## src/rtl/kpg_pkg.sv

```systemverilog
// Shared definitions for the KPG final-sum stage: carry codes, legality check
// and the buffered result entry.
package kpg_pkg;

  localparam int unsigned SUM_W = 16;

  localparam logic [1:0] KPG_KILL = 2'b00;
  localparam logic [1:0] KPG_GEN  = 2'b11;

  typedef struct packed {
    logic [SUM_W-1:0] sum;
    logic             cout;
    logic             zero;
  } sum_entry_t;

  typedef enum logic [1:0] {
    ST_EMPTY = 2'd0,
    ST_ONE   = 2'd1,
    ST_FULL  = 2'd2
  } buf_state_t;

  localparam sum_entry_t RESET_ENTRY = '{sum: {SUM_W{1'b0}}, cout: 1'b0, zero: 1'b1};

  // A resolved carry is either kill or generate; mixed codes are propagate leftovers.
  function automatic logic kpg_legal(input logic [1:0] code);
    return (code == KPG_KILL) || (code == KPG_GEN);
  endfunction

endpackage

```

## src/rtl/kpg_sum_stage16_if.sv

```systemverilog
// Upstream/downstream handshake bundle of the KPG final-sum stage.
interface kpg_sum_stage16_if #(parameter int unsigned W = 16);

  logic           in_valid;
  logic           in_ready;
  logic [W-1:0]   a;
  logic [W-1:0]   b;
  logic [2*W-1:0] kpg;
  logic           out_valid;
  logic           out_ready;
  logic [W-1:0]   sum;
  logic           cout;
  logic           zero;

  modport master (
    output in_valid, a, b, kpg, out_ready,
    input  in_ready, out_valid, sum, cout, zero
  );

  modport slave (
    input  in_valid, a, b, kpg, out_ready,
    output in_ready, out_valid, sum, cout, zero
  );

endinterface

```

## src/rtl/kpg_sum_core.sv

```systemverilog
// Combinational carry decode, sum, carry-out, zero detect and illegal-code check.
module kpg_sum_core
  import kpg_pkg::*;
#(
  parameter int unsigned W = SUM_W
) (
  input  logic [W-1:0]   a,
  input  logic [W-1:0]   b,
  input  logic [2*W-1:0] kpg,
  output logic [W-1:0]   sum,
  output logic           cout,
  output logic           zero,
  output logic           illegal
);

  logic [W-1:0] carry_s;

  // Upper bit of each code is the carry, even when the code is illegal.
  always_comb begin
    carry_s = {W{1'b0}};
    illegal = 1'b0;
    for (int i = 0; i < int'(W); i++) begin
      carry_s[i] = kpg[2*i+1];
      illegal    = illegal | ~kpg_legal(kpg[2*i +: 2]);
    end
    sum  = a ^ b ^ carry_s;
    cout = (a[W-1] & b[W-1]) | ((a[W-1] ^ b[W-1]) & carry_s[W-1]);
    zero = (sum == {W{1'b0}});
  end

endmodule

```

## src/rtl/kpg_sum_stage16.sv

```systemverilog
// Registered final-sum stage of the 16-bit KPG adder with a 2-entry skid buffer
// and a sticky illegal-carry-code flag.
module kpg_sum_stage16
  import kpg_pkg::*;
#(
  parameter int unsigned W = SUM_W
) (
  input  logic               clk,
  input  logic               rst_n,
  kpg_sum_stage16_if.slave   bus,
  input  logic               err_clr,
  output logic               err
);

  buf_state_t state_r;
  sum_entry_t head_r;
  sum_entry_t tail_r;
  sum_entry_t new_s;
  logic       err_r;
  logic       illegal_s;
  logic       in_xfer_s;
  logic       out_xfer_s;

  kpg_sum_core #(.W(W)) u_core (
    .a       (bus.a),
    .b       (bus.b),
    .kpg     (bus.kpg),
    .sum     (new_s.sum),
    .cout    (new_s.cout),
    .zero    (new_s.zero),
    .illegal (illegal_s)
  );

  // in_ready is a pure state decode so it never depends on out_ready.
  assign bus.in_ready  = (state_r != ST_FULL);
  assign bus.out_valid = (state_r != ST_EMPTY);
  assign bus.sum       = head_r.sum;
  assign bus.cout      = head_r.cout;
  assign bus.zero      = head_r.zero;
  assign err           = err_r;

  assign in_xfer_s  = bus.in_valid & bus.in_ready;
  assign out_xfer_s = bus.out_valid & bus.out_ready;

  // Occupancy FSM, head/tail entries and sticky error flag.
  always_ff @(posedge clk) begin
    if (!rst_n) begin
      state_r <= ST_EMPTY;
      head_r  <= RESET_ENTRY;
      tail_r  <= RESET_ENTRY;
      err_r   <= 1'b0;
    end else begin
      case (state_r)
        ST_EMPTY: begin
          if (in_xfer_s) begin
            head_r  <= new_s;
            state_r <= ST_ONE;
          end
        end
        ST_ONE: begin
          case ({in_xfer_s, out_xfer_s})
            2'b10: begin
              tail_r  <= new_s;
              state_r <= ST_FULL;
            end
            2'b01: state_r <= ST_EMPTY;
            2'b11: head_r  <= new_s;
            default: state_r <= ST_ONE;
          endcase
        end
        ST_FULL: begin
          if (out_xfer_s) begin
            head_r  <= tail_r;
            state_r <= ST_ONE;
          end
        end
        default: state_r <= ST_EMPTY;
      endcase

      // A new illegal transfer outranks a simultaneous clear.
      if (in_xfer_s && illegal_s) begin
        err_r <= 1'b1;
      end else if (err_clr) begin
        err_r <= 1'b0;
      end else begin
        err_r <= err_r;
      end
    end
  end

endmodule

```

## src/flat_wrapper.sv

```systemverilog
// flat-port wrapper written by rule: the top's interface ports become plain ports
module kpg_sum_stage16_flat import kpg_pkg::*;
#(
  parameter int unsigned W = SUM_W
)
  (clk, rst_n, err_clr, err, bus_in_valid, bus_a, bus_b, bus_kpg, bus_out_ready, bus_in_ready, bus_out_valid, bus_sum, bus_cout, bus_zero);
  kpg_sum_stage16_if #(.W(W)) bus_i ();
  input  logic clk;
  input  logic rst_n;
  input  logic err_clr;
  output logic err;
  input wire logic [$bits(bus_i.in_valid)-1:0] bus_in_valid;
  input wire logic [$bits(bus_i.a)-1:0] bus_a;
  input wire logic [$bits(bus_i.b)-1:0] bus_b;
  input wire logic [$bits(bus_i.kpg)-1:0] bus_kpg;
  input wire logic [$bits(bus_i.out_ready)-1:0] bus_out_ready;
  output wire logic [$bits(bus_i.in_ready)-1:0] bus_in_ready;
  output wire logic [$bits(bus_i.out_valid)-1:0] bus_out_valid;
  output wire logic [$bits(bus_i.sum)-1:0] bus_sum;
  output wire logic [$bits(bus_i.cout)-1:0] bus_cout;
  output wire logic [$bits(bus_i.zero)-1:0] bus_zero;
  assign bus_i.in_valid = bus_in_valid;
  assign bus_i.a = bus_a;
  assign bus_i.b = bus_b;
  assign bus_i.kpg = bus_kpg;
  assign bus_i.out_ready = bus_out_ready;
  assign bus_in_ready = bus_i.in_ready;
  assign bus_out_valid = bus_i.out_valid;
  assign bus_sum = bus_i.sum;
  assign bus_cout = bus_i.cout;
  assign bus_zero = bus_i.zero;
  kpg_sum_stage16 #(.W(W)) u_core (.clk(clk), .rst_n(rst_n), .bus(bus_i), .err_clr(err_clr), .err(err));
endmodule
```

## config.mk

```make
export PLATFORM = sky130hd
export DESIGN_NAME = kpg_sum_stage16_flat
export DESIGN_NICKNAME = d
export VERILOG_FILES = /design/src/rtl/kpg_pkg.sv /design/src/rtl/kpg_sum_stage16_if.sv /design/src/rtl/kpg_sum_core.sv /design/src/rtl/kpg_sum_stage16.sv /design/src/flat_wrapper.sv
export SDC_FILE = /design/constraint.sdc
export NUM_CORES = 1
export LEC_CHECK = 0
export CAP_MARGIN = 30
export CORE_MARGIN = 2
export CORE_UTILIZATION = 39
export CTS_CLUSTER_DIAMETER = 60
export DETAILED_ROUTE_END_ITERATION = 7
export GPL_ROUTABILITY_DRIVEN = 0
export PLACE_DENSITY = 0.78
export SLEW_MARGIN = 20
export SYNTH_ARGS = -nofsm -noshare
export SYNTH_HDL_FRONTEND = slang
export SYNTH_SLANG_ARGS = --single-unit
```

## constraint.sdc

```tcl
create_clock -name clk -period 1.8 [get_ports clk]
set_input_delay 0.27 -clock clk [delete_from_list [all_inputs] [get_ports clk]]
set_output_delay 0.27 -clock clk [all_outputs]
set_load 0.05 [all_outputs]
```

==> results.yml, run 1 <==
run_status:
  status: "finished, final reports clean"
finish:
  fill_cells: 480
  finish.net_count: 424
  ff_latch_area_um2: 786
  multi_input_area_um2: 1400
  stdcell_count: 424
  drive_gt1_frac: 0.168
  num_antenna_cells: 0
  syn2layout_area_growth_pct: 51.4
timing:
  finalCriticalPeriod_ns: 1.71
  skew_ns: 0.00351
  grt_setup_unrepaired: "false"
  finalHoldViolCount: 0
  max_clock_freq_mhz: 585
  maxSlewHeadroom: 0.671
  fin_setup_tns_ns: 0
  setup_violations: 0
  worst_slew_pin_slew_ns: 0.492
  fin_crit_sh: 0.950
  drv_slew: 0
worst_hold_path:
  min_path_type: "flip-flop to flip-flop"
global_route:
  grt_max_degree: 29
  grt_pass1_wl_um: 9950
  antenna_found_initial: 0
  track_usage: 0.205
  grt_pass1_vias: 2053
  grt_overflow_total: 0
setup_path:
  cp_max_fo: 2
  cp-end-kind: "primary output"
  required_ns: 1.53
  crit_slowest_cell: "clkdlybuf4s50_1"
  worstSetupPathType: "flip-flop to primary output"
  arrival_ns: 1.44
  cp_cell_sequence: "clkdlybuf4s50_1"
  cp_num_buf_inv: 1
  slowest_delay_ns: 0.81
  cp_top_family: "buffers and inverters"
  startpoint_type: "flip-flop"
floorplan:
  pin_count: 90
  core_area_um2: 5540
  rows: 27
  die_w_um: 79.9
  die_h_um: 79.9
  initial_core_util: 0.405
  die_area_um2: 6380
clock_tree:
  cts_tree: "built"
  ctsHoldBuffers: 0
  h-tree-depth: 2
  path_clk_slew_ns: 0.07
  cts_root_buf: "clkbuf_8"
  clock_latency_ns: 0.29
  clock-sinks: 39
  cts_max_path_buffers: 2
  numCtsBuffers: 5
power_and_ir_drop:
  p_seq_frac: 0.378
  p_clk_frac: 0.250
  total_power_uw: 2610
  pwr-share-comb: 0.372
  p_sw_frac: 0.335
  powerDensity_nw_per_um2: 768
  p_int_uw: 1730
  vdd_drop_max_v: 0.000382
  p_leak_uw: 0.00139
  power.switching_uw: 876
routing:
  first_iter_violations: 137
  wl_per_cell_um: 15.5
  via_per_inst: 5.03
  ant_nets: 0
  routed_wl_um: 6560
  vias: 2133
  drc: 0
  firstDrtPassIters: 4
synth:
  dominantRegCellSynth: "dfxtp_1"
  avgSynthCellArea_um2: 8.88
  netlist_area_um2: 2250
  ys_ff_latch: 39
  synth_fp_nets: 326
  synth_edf_count: 0
  syn_inst: 253
  ys_warn_count: 0
  synth_seq_area_share: 0.348
  async_reset_ff_frac: 0
  ys_types: 33
placed_design:
  io_buffer_count: 89
  hpwlAfterDp_um: 5180
  dp_cells: 416
flow_run:
  maxCapViolations: 0
## per-stage QoR
step                utilization  setup WS, ns  hold slack, ns  area (um^2)
global placement          0.595        -0.127           0.445         3300
detailed placement        0.595        -0.146           0.450         3300
floorplan                     -       0.00520           0.424         2270
CTS                       0.613        0.0402           0.461         3400
global route              0.614        0.0125           0.479         3400
finish                    0.614        0.0906           0.460         3400
## sequential cells by signal (all words and copies together), names as in the netlist
| register | count |
|---|---|
| u_core.bus.sum | 16 |
| u_core.bus.cout | 1 |
| u_core.tail_r | 18 |
| u_core.bus.zero | 1 |
| u_core.err | 1 |
| u_core.state_r | 2 |
## final timing paths
path | from | to | slack [ns] | depth (start not counted)
hold / removal | u_core.tail_r[2] | u_core.tail_r[2] | 0.46 | 2
setup / recovery | u_core.bus.sum[5] | bus_sum[5] | 0.09 | 1
hold reg to reg | u_core.tail_r[2] | u_core.tail_r[2] | 0.46 | 2
setup reg to reg | u_core.state_r[0] | u_core.bus.zero | 0.09 | 8
## placed cells by master (no fill, tap or decap), drive strengths merged, types with 8 or more instances in the layout
cell type       n
clkdlybuf4s50  73
nor2           40
nand2          40
dfxtp          39
buf            30
a21oi          20
xor2           16
xnor3          10
xnor2          10
a211oi         10
o21ai           9
and2            9
clkbuf          8
## cells in the mapped netlist, types with 2 or more instances
master,instances,share of area
a311oi_1,6,0.023
xnor3_1,10,0.10
and2_1,9,0.025
xnor2_1,10,0.039
dfxtp_1,39,0.35
a211oi_2,10,0.056
nor2b_1,2,0.0056
o21ai_0,9,0.020
inv_1,2,0.0033
buf_4,2,0.0067
nand3_1,2,0.0045
nand4_1,5,0.014
a21oi_1,20,0.045
mux2i_1,2,0.0089
a21boi_0,2,0.0067
nor4_1,5,0.014
xor2_1,16,0.062
clkbuf_1,3,0.0050
buf_2,6,0.013
ha_1,3,0.017
nand2_1,39,0.065
nor2_1,40,0.067
## metal layers
metal  share of wire  global-route usage
met5               0                   0
met4           0.022              0.0864
met3            0.11              0.0622
met2            0.47               0.360
met1            0.40               0.229
## worst register-to-register path, cell delays in order, from the launching register on
cell,delay [ns]
dfxtp_4,0.38
or2_4,0.23
nand2_1,0.12
inv_1,0.06
ha_2,0.22
o2bb2ai_4,0.17
buf_12,0.17
o21ai_0,0.14
nand3_1,0.09
## area by class of cell
type / count / share of cell area
Clock buffer: 8 / 0.0294
Inverter: 4 / 0.00589
Timing Repair Buffer: 103 / 0.296
Tap cell: 72 / 0.0265
Multi-Input combinational cell: 198 / 0.411
Sequential cell: 39 / 0.231
## timing repair
| action | in CTS | in global routing |
|---|---|---|
| setup buffers | 0 | 0 |
| gates resized for setup | 0 | 2 |
| endpoints found under the setup margin | 0 | 15 |
## cell families (layout without fill, tap and decap cells)
kind of cell | count (synthesis) | in the layout | synth area share
adder cells (fa/ha/maj) | 4 | 4 | 0.0256
AND/OR/NAND/NOR | 106 | 106 | 0.207
multiplexers | 2 | 2 | 0.00891
AO/OA/AOI/OAI | 50 | 50 | 0.172
buffers and inverters | 16 | 115 | 0.0368
flip-flops | 39 | 39 | 0.348
XOR/XNOR | 36 | 36 | 0.202
## power by group through the flow
stage	logic [uW]	registers [uW]	clock network (uW)
detailed placement	974	1000	0
global route	1040	996	695
CTS	977	986	663
floorplan	414	1170	0
global placement	959	1000	0
finish	972	987	652
Note: power is estimated with default switching activity, not from simulation.
==> inputs of run 2 (changes only) <==
- ABC_CLOCK_PERIOD_IN_PS: unset -> 1800
- CAP_MARGIN: 30 -> 20
- MAX_ROUTING_LAYER: unset -> met4
==> run 2 against run 1 <==
First-iteration DRC count decreased by 8.0%. Combinational power is essentially flat. Non-clock buffer count unchanged. Sequential cell count did not move. Critical path type unchanged. Critical endpoint unchanged.
==> results.yml, run 2 (synthesis results as in run 1) <==
setup_path:
  startpoint_type: "flip-flop"
  worst-path-stages: 1
  arrival_ns: 1.45
  worstSetupPathType: "flip-flop to primary output"
  r2r_end: "u_core.bus.zero"
  cp_top_family: "buffers and inverters"
  r2r_start: "u_core.state_r[0]"
  required_ns: 1.53
  cp_cell_sequence: "clkdlybuf4s50_1"
  cp_max_fo: 2
  crit_end: "bus_sum[5]"
  startpoint: "u_core.bus.sum[5]"
  r2r_slack_ns: 0.09
  cp-end-kind: "primary output"
  slowest_delay_ns: 0.81
  cp_num_buf_inv: 1
  crit_slowest_cell: "clkdlybuf4s50_1"
  r2r_cells: 8
global_route:
  grt_pass1_vias: 2061
  globalRouteMet3Util: 0.0622
  grt_overflow_total: 0
  busiest_layer: "met2"
  met1_usage: 0.229
  track_usage: 0.211
  grt_pass1_wl_um: 9940
  antenna_found_initial: 0
  grtUsageMet2: 0.360
  grt_max_degree: 29
routing:
  vias: 2122
  firstDrtPassIters: 4
  drc: 0
  routed_wl_um: 6560
  first_iter_violations: 126
  ant_nets: 0
  wl_per_cell_um: 15.5
  via_per_inst: 5.00
floorplan:
  initial_core_util: 0.405
  pin_count: 90
  die_h_um: 79.9
  die_area_um2: 6380
  rows: 27
  die_w_um: 79.9
  core_area_um2: 5540
finish:
  utilization: 0.614
  largest_reg_flops: 18
  final_common_cell: "clkdlybuf4s50_1"
  regMostFlops: "u_core.tail_r"
  num_antenna_cells: 0
  finalInstanceArea_um2: 3400
  final_cell_mix: "73 x clkdlybuf4s50_1, 40 x nor2_1, 39 x nand2_1"
  finish.net_count: 424
  syn2layout_area_growth_pct: 51.4
  drive_gt1_frac: 0.168
timing:
  skew_ns: 0.00387
  drv_slew: 0
  grt_setup_unrepaired: "false"
  fin_crit_sh: 0.954
  finalCriticalPeriod_ns: 1.72
  max_clock_freq_mhz: 582
  setup_violations: 0
  worst_slew_pin_slew_ns: 0.492
  maxSlewHeadroom: 0.671
  finalHoldViolCount: 0
placed_design:
  hpwlAfterDp_um: 5180
  dpl_cell_area_um2: 3300
  io_buffer_count: 89
clock_tree:
  clock-sinks: 39
  cts_tree: "built"
  h-tree-depth: 2
  cts_root_buf: "clkbuf_8"
  clock_latency_ns: 0.29
  path_clk_slew_ns: 0.08
  numCtsBuffers: 5
  cts_max_path_buffers: 2
power_and_ir_drop:
  p_leak_uw: 0.00139
  powerDensity_nw_per_um2: 769
  vdd_drop_max_v: 0.000384
run_status:
  status: "finished, final reports clean"
flow_run:
  maxCapViolations: 0
worst_hold_path:
  min_path_type: "flip-flop to flip-flop"
run 2: cell counts in the layout (fill, tap and decap cells not counted):
No cell type changed its count.
run 2: final cells by class:
| type | instances | area, um^2 |
|---|---|---|
| Tap cell | 72 | 90.1 |
| Clock buffer | 8 | 100 |
| Fill cell | 480 | 2140 |
| Timing Repair Buffer | 103 | 1010 |
| Multi-Input combinational cell | 198 | 1400 |
| Sequential cell | 39 | 786 |
| Inverter | 4 | 20.0 |
run 2: timing repair:
item,in CTS,in global routing
setup endpoints to repair,0,15
setup buffers,0,0
hold endpoints to repair,0,0
hold buffers,0,0
gates resized for setup,0,2
run 2: stage by stage:
step | cells | hold WS (ns) | worst slack (ns) | power, uW | TNS [ns]
global route | 424 | 0.479 | 0.0125 | 2730 | 0
CTS | 424 | 0.461 | 0.0402 | 2630 | 0
floorplan | 253 | 0.424 | 0.00520 | 1580 | 0
finish | 424 | 0.459 | 0.0827 | 2610 | 0
detailed placement | 416 | 0.450 | -0.146 | 1980 | -2.02
global placement | 416 | 0.445 | -0.127 | 1960 | -0.849
run 2: where the power goes:
part / total [uW] / internal [uW] / switching [uW]
Combinational: 971 / 447 / 524
Clock: 656 / 350 / 307
Sequential: 987 / 938 / 49.2
run 2: worst min-delay path by stage:
stage | start | slack [ns] | to | cells after the start
after floorplan | rst_n | 0.42 | u_core.tail_r[4] | 1
after global placement | u_core.tail_r[3] | 0.44 | u_core.tail_r[3] | 2
after detailed placement | u_core.tail_r[2] | 0.45 | u_core.tail_r[2] | 2
after CTS | u_core.tail_r[2] | 0.46 | u_core.tail_r[2] | 2
after global routing | u_core.tail_r[1] | 0.48 | u_core.tail_r[1] | 2
final | u_core.tail_r[1] | 0.46 | u_core.tail_r[1] | 2
run 2: layer usage:
metal | up-vias | part of all wire
met2 | 95 | 0.48
li1 | 1057 | -
met3 | 8 | 0.11
met4 | 0 | 0.022
met1 | 962 | 0.39
met5 | - | 0
==> inputs of run 3 (changes only) <==
- CORE_MARGIN: 2 -> unset
==> run 3 against run 2 <==
Register-to-register slack gained 0.02 ns. Core utilization is essentially flat. Non-clock buffer count grew 1. Worst setup slack lost 0.014 ns. Worst hold slack lost 0.0038 ns. Largest power group unchanged. Die area shrank 4.9%. Critical path depth is the same. Largest cell class unchanged. Sequential cell count is the same.
==> results.yml, run 3 (synthesis results as in run 1) <==
run_status:
  status: "finished, final reports clean"
floorplan:
  die_w_um: 77.9
  die_h_um: 77.9
  core_area_um2: 5540
  rows: 27
  pin_count: 90
  die_area_um2: 6070
  initial_core_util: 0.405
timing:
  fin_setup_tns_ns: 0
  skew_ns: 0.00612
  max_clock_freq_mhz: 578
  setup_violations: 0
  setup_slack_ns: 0.0688
  drv_slew: 0
  grt_setup_unrepaired: "false"
  worst_slew_pin_slew_ns: 0.522
  finalCriticalPeriod_ns: 1.73
  fin_crit_sh: 0.962
  finalHoldViolCount: 0
  maxSlewHeadroom: 0.651
setup_path:
  r2r_cells: 8
  r2r_end: "u_core.bus.zero"
  cp_cell_sequence: "clkdlybuf4s50_1"
  crit_slowest_cell: "clkdlybuf4s50_1"
  r2r_start: "u_core.state_r[0]"
  r2r_slack_ns: 0.11
  startpoint_type: "flip-flop"
  cp_max_fo: 2
  startpoint: "u_core.bus.sum[2]"
  cp-end-kind: "primary output"
  cp_top_family: "buffers and inverters"
  cp_num_buf_inv: 1
  slowest_delay_ns: 0.83
  arrival_ns: 1.46
  worstSetupPathType: "flip-flop to primary output"
  required_ns: 1.53
worst_hold_path:
  hold_end: "u_core.tail_r[15]"
  worstHoldStart: "u_core.tail_r[15]"
  min_path_type: "flip-flop to flip-flop"
  hold_depth: 2
global_route:
  grt_overflow_total: 0
  track_usage: 0.217
  antenna_found_initial: 0
  grt_pass1_vias: 1931
  grt_max_degree: 29
  grt_pass1_wl_um: 9690
clock_tree:
  path_clk_slew_ns: 0.07
  cts_tree: "built"
  cts_root_buf: "clkbuf_8"
  numCtsBuffers: 5
  clock_latency_ns: 0.28
  clock-sinks: 39
  h-tree-depth: 2
  cts_max_path_buffers: 2
  ctsHoldBuffers: 0
finish:
  regMostFlops: "u_core.tail_r"
  final_cell_mix: "75 x clkdlybuf4s50_1, 40 x nor2_1, 38 x nand2_1"
  syn2layout_area_growth_pct: 51.3
  drive_gt1_frac: 0.164
  num_antenna_cells: 0
  largest_reg_flops: 18
  final_common_cell: "clkdlybuf4s50_1"
  finish.net_count: 425
routing:
  firstDrtPassIters: 5
  first_iter_violations: 143
  wl_per_cell_um: 15.0
  via_per_inst: 5.01
  routed_wl_um: 6370
  vias: 2128
  drc: 0
  ant_nets: 0
placed_design:
  hpwlAfterDp_um: 4960
  io_buffer_count: 89
  pre_cts_slack_ns: -0.156
power_and_ir_drop:
  powerDensity_nw_per_um2: 747
  p_leak_uw: 0.00138
  vdd_drop_max_v: 0.000368
flow_run:
  maxCapViolations: 0
run 3: changes by cell type in the layout (fill, tap and decap cells not counted):
cell | before | now
dfxtp_2 | 1 | 0
nand2_2 | 1 | 2
buf_4 | 26 | 25
clkbuf_1 | 1 | 2
nand2_1 | 39 | 38
clkdlybuf4s50_1 | 73 | 75
clkbuf_8 | 7 | 5
clkinv_2 | 0 | 1
dfxtp_4 | 1 | 2
run 3: layout make-up:
cell class	count	area (um^2)
Clock buffer	7	76.3
Clock inverter	1	5.00
Fill cell	482	2140
Inverter	4	20.0
Multi-Input combinational cell	198	1400
Sequential cell	39	788
Tap cell	72	90.1
Timing Repair Buffer	104	1020
run 3: metrics by stage:
stage | hold slack (ns) | std cells | area [um^2] | total power (uW) | util
5_1_grt | 0.473 | 425 | 3400 | 2670 | 0.613
3_5_place_dp | 0.448 | 417 | 3310 | 1980 | 0.597
6_report | 0.455 | 425 | 3400 | 2540 | 0.613
4_1_cts | 0.459 | 425 | 3390 | 2560 | 0.612
3_3_place_gp | 0.443 | 417 | 3310 | 1970 | 0.597
2_1_floorplan | 0.424 | 253 | 2270 | 1580 | -
run 3: worst max-delay path by stage:
stage                         to  cells past startpoint
2_1_floorplan    u_core.bus.zero                      8
3_3_place_gp     u_core.bus.zero                      5
3_5_place_dp     u_core.bus.zero                      5
4_1_cts          u_core.bus.zero                      8
5_1_grt        u_core.state_r[0]                      8
6_report              bus_sum[2]                      1
run 3: layer usage:
layer / track usage / wire length (um) / up-vias
met5: - / 0 / -
met4: 0.0943 / 213 / 0
met3: 0.0682 / 614 / 12
met2: 0.346 / 3010 / 95
met1: 0.251 / 2530 / 963
li1: - / - / 1058
run 3: power by group:
part	switching [uW]	leakage [uW]	internal (uW)
clock	300	0.0000422	272
sequential	47.1	0.000322	937
combinational	529	0.00102	453
run 3: repair_timing:
action                                  CTS  global route
endpoints found under the setup margin    0            12
setup buffers                             0             0
gates resized for setup                   0             4
